<file path="src/rtl/layer_feed_pkg.sv">
// Shared types and helpers for the layer feedback sequencer.
// No logic of its own; imported by the top-level sequencer.
// Holds the FSM state encoding, the default feedback select and field indexing.
package layer_feed_pkg;

    typedef enum logic [1:0] {
        IDLE = 2'd0,
        WAIT = 2'd1,
        FEED = 2'd2
    } state_t;

    // Select value routing accumulator feedback (a_in_1) into a MAC.
    localparam logic [2:0] FEED_SEL_DEFAULT = 3'b001;

    // Low bit of MAC k's select field inside valid_ctrl.
    function automatic int field_lo(input int k, input int sel_w);
        return k * sel_w;
    endfunction

endpackage

</file>
<file path="src/rtl/wrap_counter.sv">
// Increment/clear/hold counter that wraps to zero after MAX.
// Latency: one cycle from clr/inc to the new count.
// No handshake; the caller qualifies inc with its own acceptance condition.
module wrap_counter #(
    parameter int W   = 4,
    parameter int MAX = 15
) (
    input  logic         clk,
    input  logic         rst,
    input  logic         clr,
    input  logic         inc,
    output logic [W-1:0] cnt
);

    always_ff @(posedge clk) begin
        if (rst || clr) begin
            cnt <= '0;
        end else if (inc) begin
            cnt <= (cnt == W'(MAX)) ? '0 : cnt + W'(1);
        end
    end

endmodule

</file>
<file path="src/rtl/layer_feed_seq.sv">
// Steps accumulator-feedback selects across MAC groups, layer by layer.
// Latency: start -> WAIT next cycle; layer_ready -> first beat next cycle.
// Backpressure: out_ready low freezes state, grp_idx and valid_ctrl.
module layer_feed_seq
    import layer_feed_pkg::*;
#(
    parameter int               N_MAC        = 4,
    parameter int               SEL_W        = 3,
    parameter int               MACS_PER_GRP = 2,
    parameter logic [SEL_W-1:0] FEED_SEL     = SEL_W'(FEED_SEL_DEFAULT),
    parameter int               LAYER_W      = 4,
    localparam int N_GROUP = (N_MAC / MACS_PER_GRP < 1) ? 1 : N_MAC / MACS_PER_GRP,
    localparam int GRP_W   = (N_GROUP > 1) ? $clog2(N_GROUP) : 1
) (
    input  logic                   clk,
    input  logic                   rst,
    input  logic                   start,
    input  logic [LAYER_W-1:0]     num_layers,
    input  logic                   layer_ready,
    input  logic                   out_ready,
    output logic [N_MAC*SEL_W-1:0] valid_ctrl,
    output logic [GRP_W-1:0]       grp_idx,
    output logic [LAYER_W-1:0]     layer_idx,
    output logic                   layer_done,
    output logic                   done,
    output logic                   busy
);

    state_t             state_q;
    state_t             state_d;
    logic [LAYER_W-1:0] num_lat;
    logic               last_grp;
    logic               last_layer;
    logic               grp_inc;
    logic               grp_clr;
    logic               lay_inc;
    logic               lay_clr;
    logic               latch_num;
    logic               finish;

    assign last_grp   = (grp_idx == GRP_W'(N_GROUP - 1));
    // Compare against the latched count so a full-scale count never wraps.
    assign last_layer = (layer_idx == num_lat - LAYER_W'(1));

    always_comb begin
        state_d   = state_q;
        grp_inc   = 1'b0;
        grp_clr   = 1'b0;
        lay_inc   = 1'b0;
        lay_clr   = 1'b0;
        latch_num = 1'b0;
        finish    = 1'b0;
        case (state_q)
            IDLE: begin
                if (start) begin
                    grp_clr = 1'b1;
                    lay_clr = 1'b1;
                    if (num_layers != '0) begin
                        state_d   = WAIT;
                        latch_num = 1'b1;
                    end else begin
                        finish = 1'b1;
                    end
                end
            end
            WAIT: begin
                if (layer_ready) begin
                    state_d = FEED;
                end
            end
            FEED: begin
                if (out_ready) begin
                    if (!last_grp) begin
                        grp_inc = 1'b1;
                    end else begin
                        grp_clr = 1'b1;
                        if (last_layer) begin
                            state_d = IDLE;
                            finish  = 1'b1;
                        end else begin
                            lay_inc = 1'b1;
                            state_d = WAIT;
                        end
                    end
                end
            end
            default: state_d = IDLE;
        endcase
    end

    always_ff @(posedge clk) begin
        if (rst) begin
            state_q <= IDLE;
            num_lat <= '0;
            busy    <= 1'b0;
            done    <= 1'b0;
        end else begin
            state_q <= state_d;
            busy    <= (state_d != IDLE);
            done    <= finish;
            if (latch_num) begin
                num_lat <= num_layers;
            end
        end
    end

    wrap_counter #(
        .W   (GRP_W),
        .MAX (N_GROUP - 1)
    ) u_grp_cnt (
        .clk (clk),
        .rst (rst),
        .clr (grp_clr),
        .inc (grp_inc),
        .cnt (grp_idx)
    );

    wrap_counter #(
        .W   (LAYER_W),
        .MAX ((1 << LAYER_W) - 1)
    ) u_layer_cnt (
        .clk (clk),
        .rst (rst),
        .clr (lay_clr),
        .inc (lay_inc),
        .cnt (layer_idx)
    );

    // A beat caught by reset is dropped, so it must not report acceptance.
    assign layer_done = (state_q == FEED) && out_ready && last_grp && !rst;

    always_comb begin
        valid_ctrl = '0;
        if (state_q == FEED) begin
            for (int k = 0; k < N_MAC; k++) begin
                if ((k / MACS_PER_GRP) == int'(grp_idx)) begin
                    valid_ctrl[field_lo(k, SEL_W) +: SEL_W] = FEED_SEL;
                end
            end
        end
    end

endmodule

</file>
<file path="config.mk">
export PLATFORM = sky130hd
export DESIGN_NAME = layer_feed_seq
export DESIGN_NICKNAME = d
export VERILOG_FILES = /design/src/rtl/layer_feed_pkg.sv /design/src/rtl/wrap_counter.sv /design/src/rtl/layer_feed_seq.sv
export SDC_FILE = /design/constraint.sdc
export NUM_CORES = 1
export LEC_CHECK = 0
export CORE_ASPECT_RATIO = 1.2
export CORE_MARGIN = 2
export CORE_UTILIZATION = 30
export CTS_BUF_LIST = sky130_fd_sc_hd__clkbuf_2
export DETAILED_ROUTE_END_ITERATION = 6
export PLACE_DENSITY = 0.68
export SLEW_MARGIN = 20
export SYNTH_ARGS = -nofsm -noshare
export SYNTH_HDL_FRONTEND = slang
export SYNTH_SLANG_ARGS = --single-unit
</file>
<file path="constraint.sdc">
create_clock -name clk -period 3.6 [get_ports clk]
set_input_delay 0.72 -clock clk [delete_from_list [all_inputs] [get_ports clk]]
set_output_delay 0.72 -clock clk [all_outputs]
set_load 0.02 [all_outputs]
</file>
# == Word level (Yosys, flattened, before mapping) ==
# Index checks and enable logic that the tools add are counted.
# W data, S select, Z words.
# classes
reduce_logical,9
addsub,3
n_eq_ne,4
muxes,33
# ops
operator,n
$mux W1,23
$mux W10,1
$mux W2,5
$pmux W2 S3,1
$add A4 B1 Y4 const B,1
$eq A4 B4 Y1,1
$eq A4 B4 Y1 const B,1
$mux W4,1
$pmux W1 S2,2
$reduce_bool A4 Y1,1
$sub A4 B1 Y4 const B,1
$logic_and A1 B1 Y1,3
$eq A2 B1 Y1 const B,1
$eq A2 B2 Y1 const B,1
$logic_not A2 Y1,1
$logic_or A1 B1 Y1,2
$reduce_bool A2 Y1,1
$add A1 B1 Y1 const B,1
$logic_not A1 Y1,1
# word_totals
output_inout_bits,20
inputBits,9
regBits,13
elab_cells,55

# == Depth between registers and ports, before layout ==
# logic_depth
depth_word,7
ltp_mapped,7
ltp_nobuf,7

# == Hierarchy ==
# From an unflattened synthesis, not the netlist that was laid out.
# unflattened
hier_cells,90
hier_area_um2,789.5
# by_module_without_submodules
module,area_per_inst_um2,instances,cells_per_inst,seq_area_each_um2
layer_feed_seq,564.3,1,68,160.2
wrap_counter (u_layer_cnt),186.4,1,19,80.1
wrap_counter (u_grp_cnt),38.8,1,3,20.0

# == Worst setup path after synthesis ==
# Ideal clock, no wire load.
# synth_path
path_kind,input to output
startpoint,input out_ready
endpoint,output layer_done
path_stages,2
t_required_ns,2.880
arrival_time_ns,1.290
path_buffers,0
slack_ns,1.590
path_cell_list,and3_1 > nor2b_1
# synth_between
elab_chain_cells,3
# synth_lines
item,line_no,text
start: declaration,layer_feed_seq.sv:20,"input logic out_ready,"
$logic_and A1 B1 Y1 (3 in series),layer_feed_seq.sv:130,assign layer_done = (state_q == FEED) && out_ready && last_grp && !rst;
end: declaration,layer_feed_seq.sv:24,"output logic layer_done,"
# No other way between the ends.

# == Final worst setup path ==
# Ends and elaborated chain as after synthesis.

==> impl_metrics.py <==
metrics = {
    "routing": {
        "ant_nets": 0,
        "drc": 0,
        "drtPass1Iterations": 4,
        "routedWlPerCell_microns": 10.8,
        "routed_wl_microns": 1430,
        "drtIter0Drc": 12,
        "via_count": 629,
        "vias_per_cell": 4.73,
    },
    "yosys": {
        "synthArstFlopShare_pct": 0,
        "seq_area_frac_synth_pct": 35.2,
        "synthCells": 82,
        "synth.avg_cell_area_sq_um": 9.02,
        "syn_area_sq_um": 739,
        "synth-edff-count": 0,
        "synth_compound_area_share_pct": 15.9,
        "synthAdderAreaFrac_pct": 3.38,
        "synth-xor-area-share_pct": 8.97,
        "yosys_warnings": 0,
        "ys_seq_elements": 13,
        "synth.area.mux_share_pct": 1.35,
        "synth-simple-area-share_pct": 22.0,
        "ys_types": 34,
        "synth_top_family_by_area": "simple AND/OR/NAND/NOR gates",
        "ys.flop_type": "dfxtp_1",
    },
    "sta": {
        "skew_ps": 0.885,
        "fin_ws_ps": 657,
        "final-max-slew-violation-count": 0,
        "setup_viol": 0,
        "period_minus_slack_ps": 2940,
        "rsz0062_at_grt": "no",
        "fmax_ghz": 0.340,
        "hold_slack_ps": 541,
        "setup_tns_ps": 0,
        "fin_crit_sh_pct": 81.8,
        "finalHoldViolCount": 0,
    },
    "worst_setup_path": {
        "r2r_start": "num_lat[0]",
        "crit_start": "out_ready",
        "slowest_delay_ps": 610,
        "crit_top_cell": "clkdlybuf4s50_1",
        "cp_cell_sequence": "clkdlybuf4s50_1 -> and3_1 -> nor2b_1 -> clkdlybuf4s50_1",
        "critPathLaunchType": "input port",
        "crit_path_end_kind": "output port",
        "critPathArrivalTime_ps": 2220,
        "crit_required_ps": 2880,
        "worst_path_max_delay_cell": "clkdlybuf4s50_1",
        "path_max_fanout": 3,
        "criticalPathCategory": "input port to output port",
    },
    "clocking": {
        "ctsResizeCount": 0,
        "post_cts.repair.setup_buffers": 0,
        "clk_latency_ps": 260,
        "hold_buffers": 0,
        "numCtsBuffers": 3,
        "cts_sinks": 13,
        "htree_num_levels": 1,
        "clockBufferDepth": 2,
        "cts_tree": "yes",
        "clk_pin_slew_ps": 120,
        "clockRootBuffer": "clkbuf_2",
    },
    "floorplanning": {
        "die_w_microns": 49.3,
        "num_rows": 19,
        "die_area_sq_mm": 0.00288,
        "start_util_pct": 32.1,
        "die-height_microns": 58.4,
        "ios": 29,
        "core_area_sq_mm": 0.00231,
    },
    "status": {
        "outcome": "complete, no violations",
    },
    "cells_and_area": {
        "fin_nets": 114,
        "fill_cells": 242,
        "synthToLayoutAreaGrowth_pct": 27.9,
        "drive_gt1_share_pct": 10.8,
        "n_antenna_cell": 0,
    },
    "grt": {
        "grt_max_degree": 10,
        "grt_overflow": 0,
        "track_usage_pct": 11.2,
        "grt_pass1_vias": 585,
        "antenna_found_initial": 0,
        "grt_pass1_wl_microns": 2500,
    },
    "job": {
        "maxCapViolCount": 0,
    },
    "min_path": {
        "hold_path_class": "flop to flop",
        "hold_start": "u_layer_cnt.cnt[0]",
    },
    "pwr": {
        "power.density_mw_per_mm2": 312,
        "finalPower_w": 0.000296,
        "leakagePower_nw": 0.370,
        "ir_drop_mv": 0.140,
    },
    "placement": {
        "gp_congestion": 0.748,
        "post-dp-hpwl_microns": 1170,
        "portBuffers": 20,
        "dp_slack_ps": 661,
    },
}
-- path summary, 6_finish.rpt --
| path | slack (ps) | cells after the start | endpoint |
|---|---|---|---|
| setup / recovery | 660 | 4 | layer_done |
| hold / removal | 540 | 2 | u_layer_cnt.cnt[0] |
| setup reg to reg | 1830 | 7 | busy |
| hold reg to reg | 540 | 2 | u_layer_cnt.cnt[0] |
-- report_power, final --
group	leakage, nW	internal [W]	switching, W	total (W)
clock network	0.0166	0.0000295	0.0000465	0.0000759
logic	0.247	0.0000293	0.0000336	0.0000628
registers	0.106	0.000151	0.00000621	0.000157
total	0.370	0.000209	0.0000863	0.000296
-- state kept, by name, indices dropped and copies added, names as in the netlist --
| name | count |
|---|---|
| busy | 1 |
| done | 1 |
| num_lat | 4 |
| state_q | 2 |
| u_grp_cnt.cnt | 1 |
| u_layer_cnt.cnt | 4 |
-- metrics by stage --
stage / area (sq um) / util (%) / cells
after global placement: 926 / 40.2 / 129
after floorplan: 766 / - / 89
final: 946 / 41.0 / 133
after detailed placement: 926 / 40.2 / 129
after CTS: 946 / 41.0 / 133
after global routing: 946 / 41.0 / 133
-- synth_stat cells, types with 2 or more instances --
cell	count	share of area [%]
dfxtp_1	13	35
buf_4	10	10
nor2_1	7	3.6
inv_1	4	2.0
a22oi_1	5	5.1
xnor2_1	2	2.4
ha_1	2	3.4
xor2_1	3	3.6
a21oi_1	5	3.4
nor3_1	2	1.4
o21ai_0	2	1.4
nor2b_1	2	1.7
nand2_1	4	2.0
-- cell type report --
type | count | area (sq um) | area share [%]
inverters | 4 | 15.0 | 1.59
repair buffers | 20 | 200 | 21.2
flip-flops and latches | 13 | 260 | 27.5
clock buffers | 4 | 20.0 | 2.12
well taps | 31 | 38.8 | 4.10
multi-input cells | 61 | 412 | 43.5
-- routing by layer --
| layer | up-vias | share of wire [%] | GRT usage (%) |
|---|---|---|---|
| li1 | 306 | - | - |
| met1 | 306 | 39 | 11.6 |
| met2 | 15 | 55 | 20.5 |
| met3 | 2 | 5.0 | 3.81 |
| met4 | 0 | 1.2 | 4.90 |
| met5 | - | 0 | 0 |
-- layout by cell type (no fill, tap or decap), drive strengths merged, types with 3 or more instances in the layout --
master	count
clkdlybuf4s50	20
clkbuf	4
xor2	3
o21ai	3
inv	4
dfxtp	13
a22oi	5
nor2	7
a21oi	5
nand2	4
conb	8
-- critical path: cells and delay by family --
kind / cells / cell delay [ps]
AND/OR/NAND/NOR: 2 / 400
buffers and inverters: 2 / 1110
-- logic make-up after synthesis --
kind of cell | count (synthesis)
AOI/OAI and AO/OA | 16
muxes | 1
other | 1
DFF | 13
xor gates and xnor gates | 6
buffers and inverters | 15
and+or+nand+nor | 28
adders and majority gates | 2
No activity file was read; power rests on OpenSTA's default activity.
